===== config.mk =====
export PLATFORM = sky130hd
export DESIGN_NAME = hex_uart_logger
export DESIGN_NICKNAME = d
export VERILOG_FILES = /design/src/rtl/hex_uart_logger.sv
export SDC_FILE = /design/constraint.sdc
export NUM_CORES = 1
export LEC_CHECK = 0
export ABC_AREA = 1
export CAP_MARGIN = 20
export CORE_ASPECT_RATIO = 0.9
export CORE_MARGIN = 2
export CORE_UTILIZATION = 50
export DETAILED_ROUTE_END_ITERATION = 7
export PLACE_DENSITY = 0.66
export SYNTH_ARGS = -nofsm -noshare
export SYNTH_HDL_FRONTEND = slang
export SYNTH_SLANG_ARGS = --single-unit
export TNS_END_PERCENT = 10

===== constraint.sdc =====
create_clock -name clk -period 6.7 [get_ports clk]
set_clock_uncertainty 0.2 [all_clocks]
set_input_delay 0.67 -clock clk [delete_from_list [all_inputs] [get_ports clk]]
set_output_delay 0.67 -clock clk [all_outputs]
set_load 0.02 [all_outputs]

===== src/rtl/hex_uart_logger.sv =====
// Captures every change of the CPU's 4-bit output register, queues it, and
// sends each value as one ASCII hex character on a UART 8N1 line.
module hex_uart_logger #(
    parameter int CLKS_PER_BIT = 434,
    parameter int FIFO_DEPTH   = 4
) (
    input  logic                          clk,
    input  logic                          rst,
    input  logic [3:0]                    out_val,
    output logic                          tx,
    output logic                          busy,
    output logic [$clog2(FIFO_DEPTH):0]   fifo_count,
    output logic                          overflow
);

    localparam int PTR_W  = $clog2(FIFO_DEPTH);
    localparam int CNT_W  = PTR_W + 1;
    localparam int BAUD_W = (CLKS_PER_BIT > 2) ? $clog2(CLKS_PER_BIT) : 1;

    localparam logic [BAUD_W-1:0] BAUD_LAST = BAUD_W'(CLKS_PER_BIT - 1);
    localparam logic [CNT_W-1:0]  CNT_FULL  = CNT_W'(FIFO_DEPTH);

    typedef enum logic [1:0] {
        IDLE,
        START,
        DATA,
        STOP
    } state_e;

    function automatic logic [7:0] hex_ascii(input logic [3:0] v);
        return (v < 4'd10) ? (8'h30 + {4'h0, v}) : (8'h37 + {4'h0, v});
    endfunction

    // ------------------------------------------------------------------
    // Change detection
    // ------------------------------------------------------------------
    logic [3:0] prev_q;
    logic       init_q;
    logic       push;

    // The first cycle out of reset only captures a baseline.
    assign push = !init_q && (out_val != prev_q);

    // NOTE: sequential state is assigned with <= so every register samples
    // pre-edge values, independent of statement order.
    always_ff @(posedge clk) begin
        if (rst) begin
            prev_q <= 4'h0;
            init_q <= 1'b1;
        end else begin
            prev_q <= out_val;
            init_q <= 1'b0;
        end
    end

    // ------------------------------------------------------------------
    // FIFO
    // ------------------------------------------------------------------
    logic [3:0]       mem_q [FIFO_DEPTH];
    logic [PTR_W-1:0] wr_ptr_q, wr_ptr_d;
    logic [PTR_W-1:0] rd_ptr_q, rd_ptr_d;
    logic [CNT_W-1:0] count_q, count_d;
    logic             overflow_q, overflow_d;
    logic             full;
    logic             pop;
    logic             wr_en;
    state_e           state_q;

    assign full  = (count_q == CNT_FULL);
    assign pop   = (state_q == IDLE) && (count_q != '0);
    // A simultaneous pop frees the slot, so a full FIFO still accepts the push.
    assign wr_en = push && (!full || pop);

    // NOTE: every variable gets a default first so no path leaves it
    // unassigned, which would otherwise infer a latch.
    always_comb begin
        wr_ptr_d   = wr_ptr_q;
        rd_ptr_d   = rd_ptr_q;
        count_d    = count_q;
        overflow_d = overflow_q;
        if (wr_en) begin
            wr_ptr_d = wr_ptr_q + PTR_W'(1);
        end
        if (pop) begin
            rd_ptr_d = rd_ptr_q + PTR_W'(1);
        end
        if (wr_en && !pop) begin
            count_d = count_q + CNT_W'(1);
        end else if (!wr_en && pop) begin
            count_d = count_q - CNT_W'(1);
        end
        if (push && !wr_en) begin
            overflow_d = 1'b1;
        end
    end

    always_ff @(posedge clk) begin
        if (rst) begin
            wr_ptr_q   <= '0;
            rd_ptr_q   <= '0;
            count_q    <= '0;
            overflow_q <= 1'b0;
        end else begin
            wr_ptr_q   <= wr_ptr_d;
            rd_ptr_q   <= rd_ptr_d;
            count_q    <= count_d;
            overflow_q <= overflow_d;
        end
    end

    // NOTE: storage is not reset; the pointers and count alone decide which
    // entries are valid, so clearing the array would only add reset fan-out.
    always_ff @(posedge clk) begin
        if (wr_en) begin
            mem_q[wr_ptr_q] <= out_val;
        end
    end

    // ------------------------------------------------------------------
    // UART transmitter
    // ------------------------------------------------------------------
    logic [BAUD_W-1:0] baud_q;
    logic [2:0]        bit_idx_q;
    logic [7:0]        byte_q;
    logic              tx_q;
    logic              busy_q;

    always_ff @(posedge clk) begin
        if (rst) begin
            state_q   <= IDLE;
            baud_q    <= '0;
            bit_idx_q <= 3'd0;
            byte_q    <= 8'h00;
            tx_q      <= 1'b1;
            busy_q    <= 1'b0;
        end else begin
            case (state_q)
                IDLE: begin
                    tx_q   <= 1'b1;
                    busy_q <= 1'b0;
                    baud_q <= '0;
                    if (pop) begin
                        byte_q  <= hex_ascii(mem_q[rd_ptr_q]);
                        state_q <= START;
                        tx_q    <= 1'b0;
                        busy_q  <= 1'b1;
                    end
                end
                START: begin
                    if (baud_q == BAUD_LAST) begin
                        baud_q    <= '0;
                        bit_idx_q <= 3'd0;
                        tx_q      <= byte_q[0];
                        state_q   <= DATA;
                    end else begin
                        baud_q <= baud_q + BAUD_W'(1);
                    end
                end
                DATA: begin
                    if (baud_q == BAUD_LAST) begin
                        baud_q <= '0;
                        if (bit_idx_q == 3'd7) begin
                            tx_q    <= 1'b1;
                            state_q <= STOP;
                        end else begin
                            bit_idx_q <= bit_idx_q + 3'd1;
                            tx_q      <= byte_q[bit_idx_q + 3'd1];
                        end
                    end else begin
                        baud_q <= baud_q + BAUD_W'(1);
                    end
                end
                STOP: begin
                    if (baud_q == BAUD_LAST) begin
                        baud_q  <= '0;
                        busy_q  <= 1'b0;
                        state_q <= IDLE;
                    end else begin
                        baud_q <= baud_q + BAUD_W'(1);
                    end
                end
                default: begin
                    state_q <= IDLE;
                    tx_q    <= 1'b1;
                    busy_q  <= 1'b0;
                end
            endcase
        end
    end

    assign tx         = tx_q;
    assign busy       = busy_q;
    assign fifo_count = count_q;
    assign overflow   = overflow_q;

endmodule


==> summary.md <==
| Metric | Value |
|---|---|
| First-pass GRT wire length | 7640 µm |
| GR Overflow Total | 0 |
| DR pass1 iterations | 4 |
| Seq cells post-synth | 54 |
| Syn nets | 327 |
| Root Driver | clkbuf_8 |
| Required time of the critical path | 6.75 ns |
| Period minus WS final | 2.78 ns |
| Leakage | 1.21 nW |
| Fillers | 459 |
| Antenna-violating nets left | 0 |
| Yosys top cell area share | 0.292 |
| Die Y | 72.4 µm |
| DIE AREA | 5800 µm² |
| Post-Place Worst Slack | 3.63 ns |
| Synth warnings | 0 |
| Crit path kind | in -> reg |
| Postcts setup bufs | 0 |
| Peak VDD IR | 230 µV |
| Vias | 1857 |
| Hold_ws | 0.265 ns |
| Outcome | finished clean |
| CP startpoint kind | input port |
| Worst-Skew Late Latency | 0.31 ns |
| Mapped Cells | 305 |
| Post-cts repair resize count | 0 |
| Post-CTS Hold Buffers | 0 |
| Largest family of logic cells by synthesized area | simple AND/OR/NAND/NOR gates |
| Routed len/inst | 11.6 µm |
| Sequential share of power | 0.405 |
| Post-DP HPWL | 3280 µm |
| CP Max Fanout | 9 |
| Area leader, netlist | dfxtp_1 |
| # Max-Cap Violations | 0 |
| Core ar. | 4920 µm² |
| Area occupied by multi-input gates | 1150 µm² |
| Post-Synth Simple-Gate Area | 0.247 |
| Routability Congestion | 0.823 |
| Pins Over Slew Limit | 0 |
| PnR worst setup slack | 3.92 ns |
| Register area | 1240 µm² |
| Initial Utilization | 0.528 |
| Post-route clock period utilization | 0.414 |
| Final nets | 340 |
| Share of layout cells above drive strength 1 | 0.103 |
| Int Power | 0.647 mW |
| Total GRT Usage | 0.169 |
| Port bufs | 11 |
| Relative slew slack | 0.542 |
| Initial DRC Count | 96 |
| # rows | 24 |
| Post-synthesis adder-cell area fraction | 0.0798 |
| Drt total wl | 4470 µm |
| Clock network power share | 0.176 |
| Synth Cell Area | 2600 µm² |
| Worst Path Arrival | 2.82 ns |
| RSZ-0062 raised after global routing | false |
| Largest net degree at the start of global routing | 20 |
| Setup tns final | 0 ns |
| Clk sinks | 54 |
| Switching Share | 0.402 |
| TritonCTS buffer count | 5 |
| CTS tree | yes |
| Initial antenna violation count | 0 |
| I/O Pins | 12 |
| Final Util | 0.580 |
| Net Sw Power | 0.435 mW |
| Multiplexer share of the synthesized area | 0 |
| Compound-Gate Fraction of Synth Area | 0.0933 |
| Synth top area cells | dfxtp_1 29%, edfxtp_1 18%, nand2_1 8.8% |
| Antenna Cells | 0 |
| CP endpoint kind | flop |
| Logic gate share of total power | 0.419 |
| PwrDens | 379 nW/µm² |
| Post-synthesis average cell area | 8.53 µm² |
| Die Width | 80.1 µm |
| Hold WC Path Type | reg -> reg |
| Longest Clk Path Bufs | 2 |
| Post-route DRC | 0 |
| Yosys cell types | 37 |
| Post-synthesis xor/xnor area fraction | 0.0236 |
| Via density | 4.84 |
| Final Hold Vio Count | 0 |
| Register area share after synthesis | 0.477 |
| Slew @ Worst Pin | 0.685 ns |
| Final setup fails | 0 |
| Htree depth | 2 |
| Vias in the first global route | 1723 |
| Clock transition at path regs | 0.10 ns |
| Synth-to-Final Area Change | 9.81% |
| Achievable Freq | 360 MHz |
[cells in the final DEF, fill, tap and decap left out, types with 5 or more instances in the layout]
cell,count
nand2_1,61
inv_1,42
dfxtp_1,38
nor2_1,29
a21oi_1,22
nand3_1,20
edfxtp_1,16
ha_1,15
clkdlybuf4s50_1,11
o21ai_0,9
nand2_2,7
clkbuf_8,5
[final cells by class]
| cell class | count | area share |
|---|---|---|
| Clock buffer | 5 | 0.0241 |
| Multi-Input combinational cell | 200 | 0.404 |
| Sequential cell | 54 | 0.434 |
| Inverter | 46 | 0.0613 |
| Timing Repair Buffer | 11 | 0.0385 |
| Clock inverter | 3 | 0.00919 |
| Tap cell | 65 | 0.0285 |
[registers in the layout, summed over array words and instances (netlist names), named ones only]
name and count:
state_q 2, tx 1, baud_q 9, byte_q 7, bit_idx_q 3, init_q 1, busy 1, fifo_count 3
mem_q 16, overflow 1, prev_q 4, wr_ptr_q 2, rd_ptr_q 2
[per-layer routing]
layer / global-route usage / vias up / share of wire
li1: - / 1006 / -
met3: 0.0410 / 7 / 0.024
met1: 0.234 / 822 / 0.54
met5: 0 / - / 0
met4: 0.0621 / 0 / 0.014
met2: 0.258 / 22 / 0.42
[worst paths after layout]
check / start / endpoint / slack, ns / cells after the start
setup / recovery: out_val[2] / fifo_count[2] / 3.92 / 13
hold / removal: overflow / overflow / 0.27 / 2
setup reg to reg: state_q[0] / fifo_count[1] / 4.17 / 10
hold reg to reg: overflow / overflow / 0.27 / 2
[logic make-up after synthesis]
kind of cell | count (synthesis)
AOI/OAI and AO/OA | 41
adders and majority gates | 16
buffers and inverters | 51
xor gates and xnor gates | 7
and+or+nand+nor | 136
DFF | 54
[synthesized netlist by cell type (all sizes together)]
| library cell | number |
|---|---|
| nand2 | 70 |
| inv | 46 |
| dfxtp | 38 |
| nor2 | 30 |
| a21oi | 25 |
| nand3 | 24 |
| edfxtp | 16 |
| ha | 15 |
| o21ai | 10 |
| nor3 | 4 |
| xnor2 | 4 |
| buf | 3 |
| nand3b | 3 |
| xor2 | 3 |
| clkbuf | 2 |
| nand4 | 2 |
| o21a | 2 |
| o21bai | 2 |
| or2 | 2 |
| a31oi | 1 |
| fa | 1 |
| nor3b | 1 |
| o211ai | 1 |
[stage by stage]
step | cells | power [mW] | area, µm²
2_1_floorplan | 305 | 0.807 | 2600
3_3_place_gp | 376 | 0.892 | 2760
3_5_place_dp | 376 | 0.901 | 2760
4_1_cts | 384 | 1.09 | 2860
5_1_grt | 384 | 1.18 | 2860
6_report | 384 | 1.08 | 2860
[power groups by stage]
stage	Sequential, mW	Clock [mW]	Combinational (mW)
after floorplan	0.446	0	0.361
after global placement	0.445	0	0.447
after detailed placement	0.446	0	0.455
after CTS	0.438	0.197	0.456
after global routing	0.446	0.207	0.522
final	0.438	0.191	0.453
[worst max-delay path: stages]
cell,delay [ns]
clkdlybuf4s50_1,0.60
xnor2_1,0.12
nand4_1,0.15
nand3_2,0.17
inv_1,0.10
ha_1,0.14
inv_1,0.06
fa_1,0.38
nor2_1,0.11
nor2_1,0.05
nand2_1,0.07
o21ai_0,0.07
a21oi_1,0.13
No activity file was read; power rests on OpenSTA's default activity.
